`src/rtl/alu_arbiter2.sv`:
```
// alu_arbiter2: two-client arbiter sharing one ALU, round-robin unless ALU_ARB_FIXED_PRIO_EN is defined
module alu_arbiter2 #(
  parameter int WIDTH = 4,
  parameter int HOLD  = 1
) (
  input  logic             clk,
  input  logic             reset,
  input  logic             req0,
  input  logic [WIDTH-1:0] a0,
  input  logic [WIDTH-1:0] b0,
  input  logic [1:0]       op0,
  input  logic             req1,
  input  logic [WIDTH-1:0] a1,
  input  logic [WIDTH-1:0] b1,
  input  logic [1:0]       op1,
  output logic             gnt0,
  output logic             gnt1,
  output logic             sel,
  output logic [WIDTH-1:0] alu_a,
  output logic [WIDTH-1:0] alu_b,
  output logic [1:0]       alu_op,
  input  logic [WIDTH-1:0] alu_res,
  input  logic             alu_cout,
  output logic             busy,
  output logic             done0,
  output logic             done1,
  output logic [WIDTH-1:0] res,
  output logic             cout
);
  typedef enum logic {IDLE, BUSY} state_t;
  state_t r_state, w_next;
  logic [3:0] r_cnt;
  logic w_start, w_finish, w_win;
  if (HOLD < 1 || HOLD > 15) begin : g_hold_check
    $error("alu_arbiter2: HOLD must be within 1..15");
  end
`ifdef ALU_ARB_FIXED_PRIO_EN
  assign w_win = ~req0;
`else
  logic r_ptr;
  assign w_win = (req0 & req1) ? r_ptr : req1;
  always_ff @(posedge clk) r_ptr <= reset ? 1'b0 : (w_finish ? ~sel : r_ptr);
`endif
  always_ff @(posedge clk) r_state <= reset ? IDLE : w_next;
  always_comb w_next = (r_state == IDLE) ? ((req0 | req1) ? BUSY : IDLE) : ((r_cnt == 4'd0) ? IDLE : BUSY);
  always_comb begin
    w_start  = (r_state == IDLE) && (req0 | req1);
    w_finish = (r_state == BUSY) && (r_cnt == 4'd0);
  end
  always_ff @(posedge clk) begin
    if (reset) begin
      gnt0   <= 1'b0;
      gnt1   <= 1'b0;
      done0  <= 1'b0;
      done1  <= 1'b0;
      busy   <= 1'b0;
      sel    <= 1'b0;
      alu_a  <= '0;
      alu_b  <= '0;
      alu_op <= '0;
      res    <= '0;
      cout   <= 1'b0;
      r_cnt  <= 4'd0;
    end else begin
      gnt0  <= w_start & ~w_win;
      gnt1  <= w_start & w_win;
      done0 <= w_finish & ~sel;
      done1 <= w_finish & sel;
      busy  <= (w_next == BUSY);
      if (w_start) begin
        sel    <= w_win;
        alu_a  <= w_win ? a1 : a0;
        alu_b  <= w_win ? b1 : b0;
        alu_op <= w_win ? op1 : op0;
        r_cnt  <= 4'(HOLD - 1);
      end else if (r_state == BUSY && r_cnt != 4'd0)
        r_cnt <= r_cnt - 4'd1;
      if (w_finish) begin
        res  <= alu_res;
        cout <= alu_cout;
      end
    end
  end
endmodule

```
`config.mk`:
```
export PLATFORM = sky130hd
export DESIGN_NAME = alu_arbiter2
export DESIGN_NICKNAME = d
export VERILOG_FILES = /design/src/rtl/alu_arbiter2.sv
export SDC_FILE = /design/constraint.sdc
export NUM_CORES = 1
export LEC_CHECK = 0
export ABC_AREA = 1
export CAP_MARGIN = 20
export CORE_ASPECT_RATIO = 2
export CORE_MARGIN = 5
export CORE_UTILIZATION = 44
export CTS_CLUSTER_DIAMETER = 120
export CTS_CLUSTER_SIZE = 20
export DETAILED_ROUTE_END_ITERATION = 10
export GPL_ROUTABILITY_DRIVEN = 0
export PLACE_DENSITY = 0.83
export SYNTH_ARGS = -nofsm -noshare
export SYNTH_HDL_FRONTEND = slang
export SYNTH_SLANG_ARGS = --single-unit
```
`constraint.sdc`:
```
create_clock -name clk -period 2.56 [get_ports clk]
set_clock_uncertainty 0.1 [all_clocks]
set_input_delay 0.384 -clock clk [delete_from_list [all_inputs] [get_ports clk]]
set_output_delay 0.384 -clock clk [all_outputs]
set_load 0.02 [all_outputs]
```
# After elaboration in Yosys (flattened, before gate mapping)

Cells that the tools add are included.

Register bits: 26
Latch bits: 0
Memory bits (writable): 0
Memory bits (read-only): 0
Input port bits: 29
Memories kept: 0

Add/sub/neg operators: 1
Multipliers: 0
Divide/modulo/power cells: 0
Magnitude comparators: 0
Equality and inequality tests: 0
Shift-type cells: 0
Muxes and demuxes: 7
Bitwise gates (word level): 9
Reduce and logical (&&, ||, !) cells: 6

Operators by type and width:

| kind                                                                | count |
|---|---|
| 4-bit 2-to-1 mux                                                    | 2 |
| 1-bit AND                                                           | 5 |
| 4-bit logical NOT                                                   | 1 |
| 1-bit 2-to-1 mux                                                    | 4 |
| 4-bit nonzero test                                                  | 1 |
| 4-bit by 1-bit subtractor with 4-bit output (second input constant) | 1 |
| 1-bit logical AND                                                   | 3 |
| 1-bit inverter                                                      | 3 |
| 2-bit 2-to-1 mux                                                    | 1 |
| 2-bit OR reduction                                                  | 1 |
| 1-bit OR                                                            | 1 |

# Logic depth before layout (Yosys ltp)

Gate-level depths: netlist (run 1).

Depth in word-level cells: 4
Gate-level depth with buffers: 8
Gate-level depth less buffers: 8

# Worst setup path after synthesis (run 1)

No wires, ideal clock.

Kind: reg-to-reg
Start: register busy (netlist name)
End: register alu_a[0]
Library setup time: 0.114 ns
Arrival: 1.033 ns
Setup slack: 1.313 ns
Cell stages (with the launch flop): 7
Path buffers: 1
Clock period less this slack: 1.247 ns
Cells stage by stage: dfxtp_1 > inv_2 > o21ai_4 > buf_2 > a21oi_1 > nand3_1 > nand2_1

RTL lines:

| item                 | line | source |
|---|---|---|
| end signal, assigned | 72   | `alu_a <= w_win ? a1 : a0;` |
| end, declared        | 19   | `output logic [WIDTH-1:0] alu_a,` |

# Worst setup path after layout (run 1)

Start: register busy
End: output port busy

RTL lines:

| item                   | line | source |
|---|---|---|
| start, declared        | 24   | `output logic busy,` |
| start signal, assigned | 69   | `busy <= (w_next == BUSY);` |

No word-level cell between the ends.

==> reports/metrics.cfg, run 1 <==
[clock_tree]
cts.clk_slew.worst_paths_ns = 0.09
cts_resized = 0
clkLatencyLatePin_ns = 0.27
htreeDepth = 1
hold_buffers = 0
cts_sinks = 26
cts_tree = yes
ctsRootBufferMaster = clkbuf_8
post_cts_buffers = 0
cts_buffers = 3
clockBufferDepth = 2

[critical_path]
worstSetupEndpoint = busy
crit_chain = clkdlybuf4s50_1
criticalPathCategory = reg2out
cp_slowest_cell = clkdlybuf4s50_1
start_kind = flop
rr_startpoint = r_ptr
reg2reg_slack_ns = 1.12
critPathMaxStageDelay_ns = 0.65
path_delay_family = buffers and inverters
path_max_fanout = 6
ff2ff_path_depth = 7
worst_ep_arrival_time_ns = 1.37
rr_endpoint = alu_a[2]
cp-end-kind = output port
cp.required_ns = 2.08
worstSetupPathDepth = 1
crit_buf_inv = 1
critPathLaunch = busy

[power_and_ir_drop]
power_density_nw_per_um2 = 589
cellLeakagePower_nw = 0.810
ir_drop_mv = 0.455

[global_routing]
grtUsageMet3_pct = 2.17
grt_pass1_vias = 1130
overflow = 0
antenna_found_initial = 0
gr-usage-met2_pct = 31.9
grt_pass1_wl_um = 4710
top_usage_layer = met2
grt_max_degree = 16
use_met1_pct = 15.6
grt.total_usage_pct = 16.8

[final_layout]
fill_cells = 222
final_util_pct = 67.9
antenna_cells = 0
drive_gt1_share_pct = 4.65
multi_input_area_um2 = 482
syn_to_final_growth_pct = 48.6
seqCellArea_um2 = 520
final_nets = 247

[yosys]
yosys_warnings = 0
synth_area_per_cell_um2 = 6.90
synth_cell_types = 20
synth_seq_cells = 26
synth_top_area_cell = dfxtp_1
syn-num-nets = 199
synth_top_cell_area_share_pct = 44.9
synthCells = 168
synthTopCellsByArea = dfxtp_1 (45%), nand2_1 (17%), inv_1 (9.4%), a21oi_1 (7.3%), nand3_1 (5.2%)
ys_seq_area_share_pct = 44.9
syn_area_um2 = 1160

[detailed_routing]
drtIter0Drc = 20
wl_per_cell_um = 11.9
vias = 1156
wl_um = 2880
drc = 0
detail-route-antenna-nets = 0
drtPass1Iterations = 4
routed_via_density = 4.76

[floorplan]
core_um2 = 2540
die_h_um = 82.6
dieArea_um2 = 3820
fp-row-count = 26
start_util_pct = 45.7
io_pins = 50
die_w_um = 46.3

[sta]
fmax_mhz = 541
slew_violations = 0
finalWorstSetupSlack_ns = 0.711
fin_crit_sh_pct = 72.2
rsz0062_at_grt = false
hold_viol_final = 0
setup_viol = 0
relSlewSlack_pct = 67.9
worstMarginPinSlew_ns = 0.480
setup_tns_ns = 0
fin_hold_ws_ns = 0.357
post-route-min-period_ns = 1.85

[run_status]
status = complete, no violations

[placed_design]
io_buffers = 49
dp_slack_ns = 0.578
hpwlAfterDp_um = 2350

[run]
drv_cap = 0

[hold_path]
hp-class = reg2reg

worst register-to-register path: stages, from the launching register on:
cell and delay, ns:
dfxtp_1 0.34, inv_1 0.04, nand2_1 0.04, nand2_1 0.21, inv_1 0.35, nand2_1 0.10, nand3_1 0.10, nand2_1 0.06
layout by cell type, fill, tap and decap left out, drive strengths merged, types with 3 or more instances in the layout:
cell type / count
nand2: 54
nand3: 13
nor2: 12
clkbuf: 3
dfxtp: 26
inv: 32
clkdlybuf4s50: 49
a21oi: 17
synthesized netlist by cell type (all sizes together):
library cell  instances
dfxtp                26
ha                    2
nor2                 12
o21ai                 2
xor2                  1
a21oi                17
nand4                 1
clkbuf                1
inv                  32
nor3                  2
buf                   5
nand2                54
nand3                13
final cells by class:
type,count,area share [%]
Sequential cell,26,30.2
Timing Repair Buffer,49,28.5
Multi-Input combinational cell,104,28.0
Inverter,32,7.12
Clock buffer,3,2.40
Tap cell,28,2.03
Clock inverter,1,1.74
layer usage:
layer  part of all wire [%]  wire [um]  up-vias
met5                      0          0        -
met4                    2.9         83        0
met3                    5.6        161        7
met2                     57       1650       36
met1                     34        982      515
li1                       -          -      598
where the power goes:
group	total (mW)	internal (mW)	switching (mW)
Clock	0.341	0.209	0.132
Sequential	0.449	0.433	0.0154
Combinational	0.224	0.109	0.115
registers in the layout (all words and copies together) (netlist names):
name / cells
alu_a: 4
alu_b: 4
alu_op: 2
busy: 1
cout: 1
done0: 1
done1: 1
gnt0: 1
gnt1: 1
r_cnt: 4
r_ptr: 1
res: 4
sel: 1
logic make-up after synthesis:
family / after synthesis / synth area share [%]
buffers and inverters: 38 / 13.5
AOI/OAI and AO/OA: 19 / 9.18
and+or+nand+nor: 82 / 29.5
adders and majority gates: 2 / 2.16
DFF: 26 / 44.9
xor gates and xnor gates: 1 / 0.756
worst min-delay path by stage:
stage,startpoint,endpoint,depth (start not counted)
6_report,alu_b[3],alu_b[3],2
5_1_grt,alu_op[1],alu_op[1],2
4_1_cts,alu_op[1],alu_op[1],2
3_5_place_dp,alu_b[1],alu_b[1],2
3_3_place_gp,alu_b[2],alu_b[2],2
2_1_floorplan,r_ptr,r_ptr,2
metrics by stage:
stage / area, um^2 / power, mW / std cells
3_5_place_dp: 1650 / 0.684 / 239
2_1_floorplan: 1160 / 0.573 / 168
5_1_grt: 1720 / 1.06 / 243
4_1_cts: 1720 / 1.02 / 243
6_report: 1720 / 1.01 / 243
3_3_place_gp: 1650 / 0.679 / 239
Power figures use the tool's default switching activity.
==> run 2, diff against run 1 <==
- CORE_UTILIZATION: 44 -> 37
- PLACE_DENSITY: 0.83 -> 0.74
- clock period: 2.56 -> 1.5 ns (I/O delays scaled with it)
==> reports/metrics.cfg, run 2 (same netlist as run 1, synthesis figures left out) <==
[detailed_routing]
detail-route-antenna-nets = 0  ; unchanged
drc = 0  ; unchanged
wl_um = 2800  ; was 2880 um
drtPass1Iterations = 4  ; unchanged
routed_via_density = 4.66  ; was 4.76
drtIter0Drc = 19  ; was 20
wl_per_cell_um = 11.2  ; was 11.9 um
vias = 1169  ; was 1156

[power_and_ir_drop]
power_density_nw_per_um2 = 982  ; was 589 nW/um^2
ir_drop_mv = 0.620  ; was 0.455 mV
cellLeakagePower_nw = 0.924  ; was 0.810 nW

[clock_tree]
htreeDepth = 1  ; unchanged
cts_sinks = 26  ; unchanged
clkLatencyLatePin_ns = 0.28  ; was 0.27 ns
clockBufferDepth = 2  ; unchanged
cts_tree = yes  ; unchanged
cts.clk_slew.worst_paths_ns = 0.09  ; about the same
hold_buffers = 0  ; unchanged
cts_buffers = 3  ; unchanged
ctsRootBufferMaster = clkbuf_8  ; unchanged

[run_status]
status = complete, no violations  ; unchanged

[critical_path]
path_max_fanout = 8  ; was 6
start_kind = flop  ; unchanged
crit_chain = inv_1, ha_1, nand3_2, inv_4, nand2_1, a21oi_1  ; was clkdlybuf4s50_1
cp_slowest_cell = dfxtp_1  ; was clkdlybuf4s50_1
cp-end-kind = flop  ; was output port
critPathMaxStageDelay_ns = 0.33  ; was 0.65 ns
criticalPathCategory = reg2reg  ; was reg2out
worst_ep_arrival_time_ns = 1.45  ; was 1.37 ns
cp.required_ns = 1.61  ; was 2.08 ns

[final_layout]
antenna_cells = 0  ; unchanged
mostFrequentLayoutCells = nand2_1 (54), inv_1 (29), clkdlybuf4s50_1 (28), dfxtp_1 (26), dlygate4sd2_1 (21)  ; was nand2_1 (54), clkdlybuf4s50_1 (49), inv_1 (29), dfxtp_1 (26), a21oi_1 (17)
seqCellArea_um2 = 520  ; unchanged
syn_to_final_growth_pct = 51.7  ; was 48.6%
layout_commonest_cell = nand2_1  ; unchanged
final_util_pct = 59.0  ; was 67.9%
drive_gt1_share_pct = 7.24  ; was 4.65%
fill_cells = 291  ; was 222
final_nets = 253  ; was 247
multi_input_area_um2 = 482  ; unchanged

[sta]
post-route-min-period_ns = 1.33
fin_crit_sh_pct = 89.0
fin_hold_ws_ns = 0.353  ; was 0.357 ns
relSlewSlack_pct = 75.2  ; was 67.9%
slew_violations = 0  ; unchanged
rsz0062_at_grt = false  ; unchanged
hold_viol_final = 0  ; unchanged
setup_viol = 0  ; unchanged
fmax_mhz = 749
worstMarginPinSlew_ns = 0.372  ; was 0.480 ns

[global_routing]
grt_pass1_vias = 1075  ; was 1130
overflow = 0  ; unchanged
grt.total_usage_pct = 13.2  ; was 16.8%
antenna_found_initial = 0  ; unchanged
grt_pass1_wl_um = 4530  ; was 4710 um
grt_max_degree = 16  ; unchanged

[floorplan]
core_um2 = 2980  ; was 2540 um^2
dieArea_um2 = 4420  ; was 3820 um^2
die_h_um = 89.1  ; was 82.6 um
fp-row-count = 28  ; was 26
start_util_pct = 38.9  ; was 45.7%
io_pins = 50  ; unchanged
die_w_um = 49.6  ; was 46.3 um

[placed_design]
hpwlAfterDp_um = 2170  ; was 2350 um
io_buffers = 49  ; unchanged

[run]
drv_cap = 0  ; unchanged

[hold_path]
hp-class = reg2reg  ; unchanged

## run 2: per-stage QoR
step	setup slack, ns	instances	power, mW	TNS [ns]	instance area (um^2)
after floorplan	0.253	168	0.979	0	1160
after global placement	-0.0898	247	1.19	-0.848	1710
after detailed placement	-0.136	247	1.19	-1.22	1710
after CTS	0.130	251	1.74	0	1760
after global routing	0.0151	251	1.80	0	1760
final	0.165	251	1.73	0	1760
## run 2: worst paths after layout
check	from	slack (ns)	end	depth (start not counted)
setup / recovery	r_cnt[0]	0.17	r_ptr	6
hold / removal	alu_b[3]	0.35	alu_b[3]	2
setup reg to reg	r_cnt[0]	0.17	r_ptr	6
hold reg to reg	alu_b[3]	0.35	alu_b[3]	2
## run 2: power by group
part	switching, mW	leakage [nW]	internal, mW
logic	0.203	0.675	0.176
clock network	0.229	0.0357	0.357
registers	0.0213	0.214	0.739
## run 2: repair_timing
item / CTS / global route
endpoints found under the setup margin: 21 / 1
gates cloned: 0 / 0
gates resized for setup: 21 / 1
endpoints found under the hold margin: 0 / 0
setup buffers: 0 / 0
## run 2: worst max-delay path: cells and delay by family, from the launching register on
family / cells / cell delay (ns)
AOI/OAI and AO/OA: 1 / 0.11
adders and majority gates: 1 / 0.19
DFF: 1 / 0.33
buffers and inverters: 2 / 0.26
and+or+nand+nor: 2 / 0.28
## run 2: per-layer routing
metal  routed length, um  GRT usage [%]
met5                   0              0
met4                  91           10.0
met3                 201           3.01
met2                1530           25.2
met1                 981           11.4
## run 2: final cells by class
class	count	share of cell area [%]
Timing Repair Buffer	55	29.7
Clock inverter	1	1.71
Clock buffer	3	2.35
Sequential cell	26	29.6
Tap cell	30	2.14
Inverter	32	7.12
Multi-Input combinational cell	104	27.4
==> run 3, diff against run 2 <==
- GPL_TIMING_DRIVEN: unset -> 0
==> reports/metrics.cfg, run 3 (same netlist as run 1, synthesis figures left out) <==
[clock_tree]
post_cts_buffers = 0  ; unchanged
cts_resized = 21  ; unchanged
cts_sinks = 26  ; unchanged
cts.clk_slew.worst_paths_ns = 0.09  ; about the same
hold_buffers = 0  ; unchanged
cts_buffers = 3  ; unchanged
cts_tree = yes  ; unchanged
ctsRootBufferMaster = clkbuf_8  ; unchanged
clkLatencyLatePin_ns = 0.27  ; was 0.28 ns
htreeDepth = 1  ; unchanged
clockBufferDepth = 2  ; unchanged

[hold_path]
hold_depth = 2  ; unchanged
hp-start = alu_b[3]  ; unchanged
hp-class = reg2reg  ; unchanged
min_to = alu_b[3]  ; unchanged

[detailed_routing]
vias = 1142  ; was 1169
wl_per_cell_um = 10.8  ; was 11.2 um
detail-route-antenna-nets = 0  ; unchanged
routed_via_density = 4.55  ; was 4.66
drtPass1Iterations = 4  ; unchanged
drc = 0  ; unchanged
drtIter0Drc = 9  ; was 19
wl_um = 2710  ; was 2800 um

[critical_path]
cp.required_ns = 1.17  ; was 1.61 ns
rr_startpoint = r_cnt[0]  ; unchanged
path_delay_family = flip-flops  ; unchanged
cp-end-kind = output port  ; was flop
criticalPathCategory = reg2out  ; was reg2reg
crit_buf_inv = 1  ; was 2
rr_endpoint = r_ptr  ; unchanged
crit_chain = dlygate4sd2_1  ; was inv_1, ha_1, nand3_2, inv_4, nand2_1, a21oi_1
cp_slowest_cell = dfxtp_1  ; unchanged
worst_ep_arrival_time_ns = 1.10  ; was 1.45 ns
critPathMaxStageDelay_ns = 0.46  ; was 0.33 ns
path_max_fanout = 6  ; was 8
start_kind = flop  ; unchanged
ff2ff_path_depth = 6  ; unchanged
reg2reg_slack_ns = 0.15  ; was 0.17 ns

[global_routing]
use_met1_pct = 11.3  ; was 11.4%
overflow = 0  ; unchanged
antenna_found_initial = 0  ; unchanged
grt_pass1_wl_um = 4370  ; was 4530 um
grtUsageMet3_pct = 2.34  ; was 3.01%
grt_pass1_vias = 1080  ; was 1075
top_usage_layer = met2  ; unchanged
grt_max_degree = 16  ; unchanged
gr-usage-met2_pct = 24.4  ; was 25.2%
grt.total_usage_pct = 12.7  ; was 13.2%

[floorplan]
io_pins = 50  ; unchanged
core_um2 = 2980  ; unchanged
dieArea_um2 = 4420  ; unchanged
fp-row-count = 28  ; unchanged
die_w_um = 49.6  ; unchanged
die_h_um = 89.1  ; unchanged
start_util_pct = 38.9  ; unchanged

[sta]
rsz0062_at_grt = false  ; unchanged
slew_violations = 0  ; unchanged
setup_viol = 0  ; unchanged
fmax_mhz = 702  ; was 749 MHz
post-route-min-period_ns = 1.42  ; was 1.33 ns
relSlewSlack_pct = 70.1  ; was 75.2%
worstMarginPinSlew_ns = 0.449  ; was 0.372 ns
hold_viol_final = 0  ; unchanged
fin_crit_sh_pct = 95.0  ; was 89.0%

[final_layout]
antenna_cells = 0  ; unchanged
fill_cells = 275  ; was 291
final_nets = 253  ; unchanged
final_util_pct = 58.2  ; was 59.0%
fin_cells = 251  ; unchanged
mostFrequentLayoutCells = nand2_1 (54), inv_1 (29), clkdlybuf4s50_1 (28), dfxtp_1 (26), dlygate4sd2_1 (21)  ; unchanged
layout_commonest_cell = nand2_1  ; unchanged
syn_to_final_growth_pct = 49.7  ; was 51.7%
drive_gt1_share_pct = 6.33  ; was 7.24%

[placed_design]
io_buffers = 49  ; unchanged
placed_cells = 247  ; unchanged
hpwlAfterDp_um = 2160  ; was 2170 um

[run_status]
status = complete, no violations  ; unchanged

[power_and_ir_drop]
cellLeakagePower_nw = 0.911  ; was 0.924 nW
ir_drop_mv = 0.703  ; was 0.620 mV
power_density_nw_per_um2 = 982  ; about the same

[run]
drv_cap = 0  ; unchanged

[run 3: worst reg2reg max path, cell delays in order (launching register included)]
cell     delay, ns
dfxtp_1       0.34
inv_1         0.11
ha_1          0.20
nand3_2       0.20
inv_4         0.15
nand2_1       0.08
a21oi_1       0.11
[run 3: worst max-delay path by stage]
stage,from,endpoint,slack [ns],depth (start not counted)
2_1_floorplan,busy,alu_a[0],0.25,6
3_3_place_gp,req0,alu_b[1],-0.10,6
3_5_place_dp,req0,alu_b[1],-0.12,8
4_1_cts,busy,busy,0.08,1
5_1_grt,r_cnt[0],r_ptr,0.02,6
6_report,busy,busy,0.08,1
[run 3: layout make-up]
type	instances	area, um^2	share of cell area (%)
tap	30	37.5	2.16
inverter	32	125	7.22
clock buffer	3	41.3	2.38
buffer	6	33.8	1.95
multi-input combinational	104	482	27.8
sequential	26	520	30.0
clock inverter	1	30.0	1.73
timing repair buffer	49	464	26.8
[run 3: stage by stage]
stage	TNS, ns	instance area, um^2	hold slack (ns)	setup slack, ns	power [mW]
6_report	0	1730	0.347	0.0757	1.70
3_5_place_dp	-1.16	1690	0.338	-0.118	1.18
3_3_place_gp	-1.03	1690	0.336	-0.105	1.17
4_1_cts	0	1730	0.352	0.0752	1.72
5_1_grt	0	1730	0.375	0.0174	1.79
2_1_floorplan	0	1160	0.268	0.253	0.979
[run 3: routing by layer]
layer  wire [um]  share of wire, %
met5           0                 0
met2        1470                54
met3         169               6.2
met1         992                37
met4          76               2.8
[run 3: report_power, final]
| part | total (mW) | switching [mW] | internal (mW) |
|---|---|---|---|
| registers | 0.763 | 0.0238 | 0.739 |
| logic | 0.361 | 0.196 | 0.165 |
| clock network | 0.579 | 0.221 | 0.357 |
